==> config.mk <==
export PLATFORM = sky130hd
export DESIGN_NAME = i2s_sample_player
export DESIGN_NICKNAME = d
export VERILOG_FILES = /design/src/rtl/i2s_sample_player.sv
export SDC_FILE = /design/constraint.sdc
export NUM_CORES = 1
export LEC_CHECK = 0
export ABC_CLOCK_PERIOD_IN_PS = 11500
export BUFFER_PORTS_ARGS = -buffer_cell sky130_fd_sc_hd__buf_2
export CAP_MARGIN = 25
export CORE_MARGIN = 5
export CORE_UTILIZATION = 40
export DETAILED_ROUTE_END_ITERATION = 6
export GPL_ROUTABILITY_DRIVEN = 0
export MAX_ROUTING_LAYER = met4
export SYNTH_ARGS = -nofsm -noshare
export SYNTH_HDL_FRONTEND = slang
export SYNTH_SLANG_ARGS = --single-unit
==> constraint.sdc <==
create_clock -name CLK -period 11.5 [get_ports CLK]
set_input_delay 2.3 -clock CLK [delete_from_list [all_inputs] [get_ports CLK]]
set_output_delay 2.3 -clock CLK [all_outputs]
set_load 0.1 [all_outputs]
==> src/rtl/i2s_sample_player.sv <==
// I2S transmitter that streams a PCM clip from a synchronous sample memory.
// Software sets the clip bounds, loop, mono/stereo and attenuation over Avalon-MM.
module i2s_sample_player #(
    parameter int unsigned SAMPLE_W = 16,
    parameter int unsigned SLOT_W   = 24,
    parameter int unsigned ADDR_W   = 15
) (
    input  logic                CLK,
    input  logic                RESET,
    input  logic                sclk,
    input  logic                lrclk,
    input  logic                AVL_READ,
    input  logic                AVL_WRITE,
    input  logic                AVL_CS,
    input  logic [1:0]          AVL_ADDR,
    input  logic [31:0]         AVL_WRITEDATA,
    output logic [31:0]         AVL_READDATA,
    output logic [ADDR_W-1:0]   mem_addr,
    input  logic [SAMPLE_W-1:0] mem_q,
    output logic                data_out,
    output logic                irq
);

    localparam int unsigned CntW = $clog2(SLOT_W);

    typedef enum logic [1:0] {StIdle, StArm, StPlay, StDrain} state_e;

    state_e              state_q, state_d;
    logic [2:0]          sclk_sync_q, lr_sync_q;
    logic [6:0]          ctrl_q, ctrl_d;
    logic [ADDR_W-1:0]   start_addr_q, start_addr_d;
    logic [ADDR_W-1:0]   end_addr_q, end_addr_d;
    logic [ADDR_W-1:0]   ptr_q, ptr_d;
    logic                done_q, done_d;
    logic [SAMPLE_W-1:0] word_q, word_d;
    logic [SAMPLE_W-1:0] shreg_q, shreg_d;
    logic [CntW-1:0]     cnt_q, cnt_d;
    logic                dout_q, dout_d;
    logic [31:0]         rdata_q, rdata_d;

    logic                       lr_edge, lr_fall, sclk_fall;
    logic                       wr_en, rd_en, stereo, loop, busy;
    logic                       consume, reload, finish;
    logic [SAMPLE_W-1:0]        reload_word, atten_word;
    logic signed [SAMPLE_W-1:0] mem_s;
    logic                       unused_wdata;

    assign lr_edge   = lr_sync_q[2] ^ lr_sync_q[1];
    assign lr_fall   = lr_sync_q[2] & ~lr_sync_q[1];
    // An lrclk transition always coincides with an sclk falling edge on the wire.
    assign sclk_fall = (sclk_sync_q[2] & ~sclk_sync_q[1]) | lr_edge;

    assign wr_en  = AVL_WRITE & AVL_CS;
    assign rd_en  = AVL_READ & AVL_CS;
    assign loop   = ctrl_q[1];
    assign stereo = ctrl_q[2];
    assign busy   = (state_q != StIdle);

    assign mem_s      = mem_q;
    assign atten_word = mem_s >>> ctrl_q[6:4];

    assign unused_wdata = ^AVL_WRITEDATA;

    assign AVL_READDATA = rdata_q;
    assign mem_addr     = ptr_q;
    assign data_out     = dout_q;
    assign irq          = done_q & ctrl_q[3];

    always_ff @(posedge CLK or posedge RESET) begin
        if (RESET) begin
            state_q      <= StIdle;
            sclk_sync_q  <= '0;
            lr_sync_q    <= '0;
            ctrl_q       <= '0;
            start_addr_q <= '0;
            end_addr_q   <= '0;
            ptr_q        <= '0;
            done_q       <= 1'b0;
            word_q       <= '0;
            shreg_q      <= '0;
            cnt_q        <= '0;
            dout_q       <= 1'b0;
            rdata_q      <= '0;
        end else begin
            state_q      <= state_d;
            sclk_sync_q  <= {sclk_sync_q[1:0], sclk};
            lr_sync_q    <= {lr_sync_q[1:0], lrclk};
            ctrl_q       <= ctrl_d;
            start_addr_q <= start_addr_d;
            end_addr_q   <= end_addr_d;
            ptr_q        <= ptr_d;
            done_q       <= done_d;
            word_q       <= word_d;
            shreg_q      <= shreg_d;
            cnt_q        <= cnt_d;
            dout_q       <= dout_d;
            rdata_q      <= rdata_d;
        end
    end

    always_comb begin
        state_d      = state_q;
        ctrl_d       = ctrl_q;
        start_addr_d = start_addr_q;
        end_addr_d   = end_addr_q;
        ptr_d        = ptr_q;
        done_d       = done_q;
        word_d       = word_q;
        shreg_d      = shreg_q;
        cnt_d        = cnt_q;
        dout_d       = dout_q;
        consume      = 1'b0;
        reload       = 1'b0;
        finish       = 1'b0;
        reload_word  = word_q;

        unique case (state_q)
            StIdle: dout_d = 1'b0;
            StArm: begin
                dout_d = 1'b0;
                if (lr_fall) begin
                    state_d = StPlay;
                    consume = 1'b1;
                end
            end
            StPlay: begin
                if (lr_edge) begin
                    if (lr_fall || stereo) consume = 1'b1;
                    else                   reload  = 1'b1;
                end
            end
            StDrain: begin
                if (lr_fall) begin
                    finish = 1'b1;
                end else if (lr_edge) begin
                    // Mono repeats the last word; a stereo right slot after the end is silent.
                    reload = 1'b1;
                    if (stereo) reload_word = '0;
                end
            end
            default: state_d = StIdle;
        endcase

        if (consume) begin
            reload      = 1'b1;
            reload_word = atten_word;
            word_d      = atten_word;
            if (ptr_q >= end_addr_q) begin
                if (loop) begin
                    ptr_d = start_addr_q;
                end else begin
                    ptr_d   = ptr_q + ADDR_W'(1);
                    state_d = StDrain;
                end
            end else begin
                ptr_d = ptr_q + ADDR_W'(1);
            end
        end

        if (reload) begin
            shreg_d = reload_word;
            cnt_d   = '0;
            dout_d  = 1'b0;
        end else if ((state_q == StPlay || state_q == StDrain) && sclk_fall) begin
            if (cnt_q < CntW'(SAMPLE_W)) begin
                dout_d  = shreg_q[SAMPLE_W-1];
                shreg_d = {shreg_q[SAMPLE_W-2:0], 1'b0};
            end else begin
                dout_d = 1'b0;
            end
            if (cnt_q != CntW'(SLOT_W - 1)) cnt_d = cnt_q + CntW'(1);
        end

        if (finish) begin
            state_d   = StIdle;
            ctrl_d[0] = 1'b0;
        end

        if (wr_en) begin
            unique case (AVL_ADDR)
                2'd0: begin
                    ctrl_d = AVL_WRITEDATA[6:0];
                    if (AVL_WRITEDATA[0]) begin
                        state_d = StArm;
                        ptr_d   = start_addr_q;
                    end else begin
                        state_d = StIdle;
                    end
                end
                2'd1: start_addr_d = AVL_WRITEDATA[ADDR_W-1:0];
                2'd2: end_addr_d   = AVL_WRITEDATA[ADDR_W-1:0];
                2'd3: if (AVL_WRITEDATA[1]) done_d = 1'b0;
            endcase
        end

        // Setting done takes priority over a simultaneous software clear.
        if (finish) done_d = 1'b1;

        if (state_d == StIdle || state_d == StArm) dout_d = 1'b0;
    end

    always_comb begin
        rdata_d = rdata_q;
        if (rd_en) begin
            rdata_d = '0;
            unique case (AVL_ADDR)
                2'd0: rdata_d[6:0]        = ctrl_q;
                2'd1: rdata_d[ADDR_W-1:0] = start_addr_q;
                2'd2: rdata_d[ADDR_W-1:0] = end_addr_q;
                2'd3: begin
                    rdata_d[16 +: ADDR_W] = ptr_q;
                    rdata_d[1]            = done_q;
                    rdata_d[0]            = busy;
                end
            endcase
        end
    end

endmodule

# After elaboration in Yosys (flattened, before gate mapping)

Cells that the tools add are included.

Register bits: 129
Latch bits: 0
Bits in writable memories: 0
ROM bits: 0
Input bits: 57
Output and inout bits: 49
Logic and storage cells: 111
Memories kept: 0

Add/subtract/negate cells: 2
$mul: 0
Divide/modulo/power cells: 0
Magnitude comparators: 2
Equal/unequal tests: 8
Shifts and indexed selects: 1
Mux-type cells: 53
Bitwise operators: 9
Reduce and logical (&&, ||, !) cells: 22

Operator list:

| operator                                                               | count |
|---|---|
| 16-bit 2-to-1 mux                                                      | 8 |
| 15-bit 2-to-1 mux                                                      | 7 |
| 1-bit 2-to-1 mux                                                       | 22 |
| 2-bit 2-to-1 mux                                                       | 8 |
| 8-bit case mux with 2 select lines                                     | 1 |
| 16-bit by 3-bit >>> shifter with 16-bit output                         | 1 |
| 15-bit by 1-bit adder with 15-bit output (second input constant)       | 1 |
| 15-bit greater-or-equal comparator                                     | 1 |
| 5-bit 2-to-1 mux                                                       | 3 |
| 5-bit case mux with 3 select lines                                     | 1 |
| 2-bit nonzero test                                                     | 7 |
| 2-bit AND reduction                                                    | 5 |
| 2-bit equality test (second input constant)                            | 4 |
| 2-bit case mux with 4 select lines                                     | 1 |
| 2-bit by 1-bit equality test with 1-bit output (second input constant) | 3 |
| 2-bit zero test                                                        | 3 |
| 5-bit by 1-bit adder with 5-bit output (second input constant)         | 1 |
| 1-bit AND                                                              | 5 |
| 5-bit less-than comparator (second input constant)                     | 1 |
| 5-bit inequality test (second input constant)                          | 1 |
| 1-bit case mux with 2 select lines                                     | 2 |
| 4-bit nonzero test                                                     | 1 |
| 1-bit logical OR                                                       | 3 |
| 3-bit AND reduction                                                    | 1 |
| 5 further kinds                                                        | 6 |

# Depth between registers and ports, before layout

Word-level depth: 13
Gate-level depth with buffers: 11
Gate-level depth less buffers: 8

# Worst setup path after synthesis

Ideal clock, no wire load.

Kind: input to register
Start: in AVL_ADDR[0]
End: reg ptr_q[10], in the netlist mem_addr[10]
Library setup time: 0.125 ns
Arrival: 3.735 ns
Data required time: 11.375 ns
Slack: 7.640 ns
Stages: 8
Path buffers: 2
Path through: inv_1 ha_1 and3_1 clkbuf_1 and2_1 nor2_2 buf_6 mux2_4

Longest elaborated chain between the ends: 3

RTL lines:

| element                | line | RTL |
|---|---|---|
| start: declaration     | 15   | `input logic [1:0] AVL_ADDR,` |
| 2-bit zero test        | 180  | `unique case (AVL_ADDR)` |
| 15-bit 2-to-1 mux      | 180  |  |
| 15-bit 2-to-1 mux      | 179  | `if (wr_en) begin` |
| named net ptr_d[10]    | 33   | `logic [ADDR_W-1:0] ptr_q, ptr_d;` |
| end signal: assignment | 91   | `ptr_q <= ptr_d;` |
| end: declaration       | 33   |  |

The timed path passes the listed nets, and every way through them passes these cells.
A chain may end at the register's enable or synchronous reset.

# Worst setup path after layout

Start: in AVL_ADDR[0]
End: reg ptr_q[5], in the netlist mem_addr[5]

Same word-level chain as after synthesis.

==> results.cfg <==
[final_layout]
area_growth_pct = 18.5
seqCellArea_um2 = 3230
nets = 813
drive_gt1_share_pct = 25.1
fill_cells = 1555
diodes = 0
layout_common_cells = dfrtp_1 (129), nand2_1 (118), buf_2 (86)
multi_input_area_um2 = 3240
final_common_cell = dfrtp_1

[outcome]
status = finished clean

[yosys]
synth_flop_cell = dfrtp_1
ys_seq_elements = 129
ys_seq_area_share_pct = 47.9
synth_edf_count = 0
synth_area_um2 = 6750
yosysWarnings = 0
synth_area_per_cell_um2 = 10.3
synthCells = 655
synth_cell_types = 57
synthArstFlopShare_pct = 100

[drt]
vias = 5292
drc_errors = 0
vias_per_cell = 5.50
antenna_left = 0
wl_per_cell_um = 17.9
dr.pass1.iters = 5
wirelength_mm = 17.2
drt_iter0_markers = 344

[sta]
period_minus_slack_ps = 4390
relSlewSlack_pct = 33.1
rsz0062_at_grt = no
finalSetupViolCount = 0
clock_skew_ps = 12.3
worstMarginPinSlew_ps = 1000
hold_viol = 0
timing.fmax_mhz = 228
tns_ps = 0
fin_crit_sh_pct = 38.1
drv_slew = 0

[power_and_ir_drop]
p_leak_nw = 3.78
p_int_mw = 1.23
ir_worst_vdd_mv = 0.172
p_comb_share_pct = 40.1
seqPwrFrac_pct = 33.4
netSwitchingFraction_pct = 44.0
powerDensity_nw_per_um2 = 276
switching_power_uw = 970
p_total_mw = 2.20
p_clk_share_pct = 26.5

[setup_path]
path_max_fanout = 14
worstPathCellList = buf_2 -> inv_1 -> ha_1 -> and3_1 -> and2_1 -> nor2_2 -> mux2_1
reg2reg_to = mem_addr[5]$_DFF_PP0_
ff2ff_path_depth = 8
critPathRequiredTime_ps = 11800
r2r_setup_slack_ps = 8570
cp-end-kind = flip-flop
critPathLaunch = AVL_ADDR[0]
crit_slowest_cell = nor2_2
cp-endpoint = mem_addr[5]$_DFF_PP0_
crit_path_max_incr_delay_ps = 790
critPathLaunchType = primary input
rr_startpoint = mem_addr[0]$_DFF_PP0_
crit_arrival_ps = 4690
worst-setup-path-type = primary input to flip-flop

[grt]
grt-ovfl-total = 0
grt_pass1_vias = 5342
grt_antenna_before_repair = 0
grt_pass1_wl_mm = 28.6
grt_max_degree = 75
grtUsageTotal_pct = 18.8

[clocking]
cts_setup_buffers = 0
cts_resized = 0
h-tree-depth = 4
clockBufferDepth = 2
cts_tree = yes
holdBufCountCts = 0
cts_sinks = 129
worstSkewPairLatency_ps = 430
path_clk_slew_ps = 60
numCtsBuffers = 17
cts.root.buffer_cell = clkbuf_16

[floorplan]
die-area_um2 = 19600
io_pins = 106
die_w_um = 140
die_h_um = 140
num_rows = 47
fp.coreArea_um2 = 16600
initial_core_util_pct = 40.7

[min_path]
hold_path_startpoint = sclk_sync_q[0]$_DFF_PP0_
hold_class = flip-flop to flip-flop

[job]
maxCapViolCount = 0

[placement]
dp_hpwl_mm = 11.9
port-buffer-count = 86
-- worst min-delay path by stage --
stage,end,slack [ps],depth (start not counted)
2_1_floorplan,lr_sync_q[1]$_DFF_PP0_,330,0
3_3_place_gp,lr_sync_q[1]$_DFF_PP0_,340,0
3_5_place_dp,sclk_sync_q[1]$_DFF_PP0_,350,0
4_1_cts,sclk_sync_q[1]$_DFF_PP0_,360,0
5_1_grt,sclk_sync_q[1]$_DFF_PP0_,360,0
6_report,sclk_sync_q[1]$_DFF_PP0_,350,0
-- sequential cells by signal (all words and copies together) (netlist names) --
register,count
mem_addr,15
shreg_q,16
lr_sync_q,3
word_q,16
AVL_READDATA,30
done_q,1
end_addr_q,15
cnt_q,5
ctrl_q,7
start_addr_q,15
sclk_sync_q,3
data_out,1
state_q,2
-- Yosys cell counts (all sizes together), types with 11 or more instances --
library cell / n / area (µm²)
a21o: 11 / 82.6
a21oi: 18 / 90.1
a31oi: 15 / 100
buf: 16 / 88.8
clkbuf: 22 / 82.6
dfrtp: 129 / 3230
ha: 27 / 338
inv: 30 / 113
mux2: 47 / 556
mux2i: 14 / 140
nand2: 120 / 455
nand3: 21 / 105
nor2: 32 / 123
o21ai: 44 / 224
-- metrics by stage --
step	hold WS [ps]	instance area [µm²]	instances	setup WS (ps)	utilization, %
after CTS	362	7960	961	7120	48.0
final	354	7990	962	7110	48.2
after global placement	344	7320	928	6750	44.1
after detailed placement	348	7330	929	6690	44.2
after floorplan	331	6750	656	5760	-
after global routing	361	7990	962	7000	48.2
-- power groups by stage --
stage	clock, mW	combinational (mW)	sequential, mW
6_report	0.583	0.885	0.736
5_1_grt	0.613	0.959	0.756
4_1_cts	0.593	0.886	0.733
3_5_place_dp	0	0.883	0.741
3_3_place_gp	0	0.861	0.732
2_1_floorplan	0	0.437	0.989
-- critical path, delay by kind of cell --
kind,cells,cell delay (ps)
buf+inv,2,170
mux,1,390
fa+ha+maj,1,380
simple gates,3,1440
-- cells by family after synthesis --
family	count (synthesis)	share of synthesized area, %
buffers and inverters	68	4.21
adder cells (fa/ha/maj)	27	5.01
AND/OR/NAND/NOR	211	14.1
flip-flops	129	47.9
multiplexers	70	13.3
other	1	0.0556
AO/OA/AOI/OAI	134	13.5
XOR/XNOR	15	1.95
-- layer usage --
layer,track usage [%],share of wire [%],vias to the layer above
met5,-,0,-
met2,26.7,44,167
li1,-,-,2471
met4,6.02,1.5,0
met3,3.95,5.3,22
met1,27.0,49,2632
-- final cells by class --
cell class,instances,share of cell area (%)
Sequential cell,129,40.4
Clock buffer,20,5.71
Multi-Input combinational cell,459,40.5
Tap cell,220,3.44
Timing Repair Buffer,92,6.25
Inverter,30,1.44
Clock inverter,12,2.25
(Power assumes the default switching activity.)
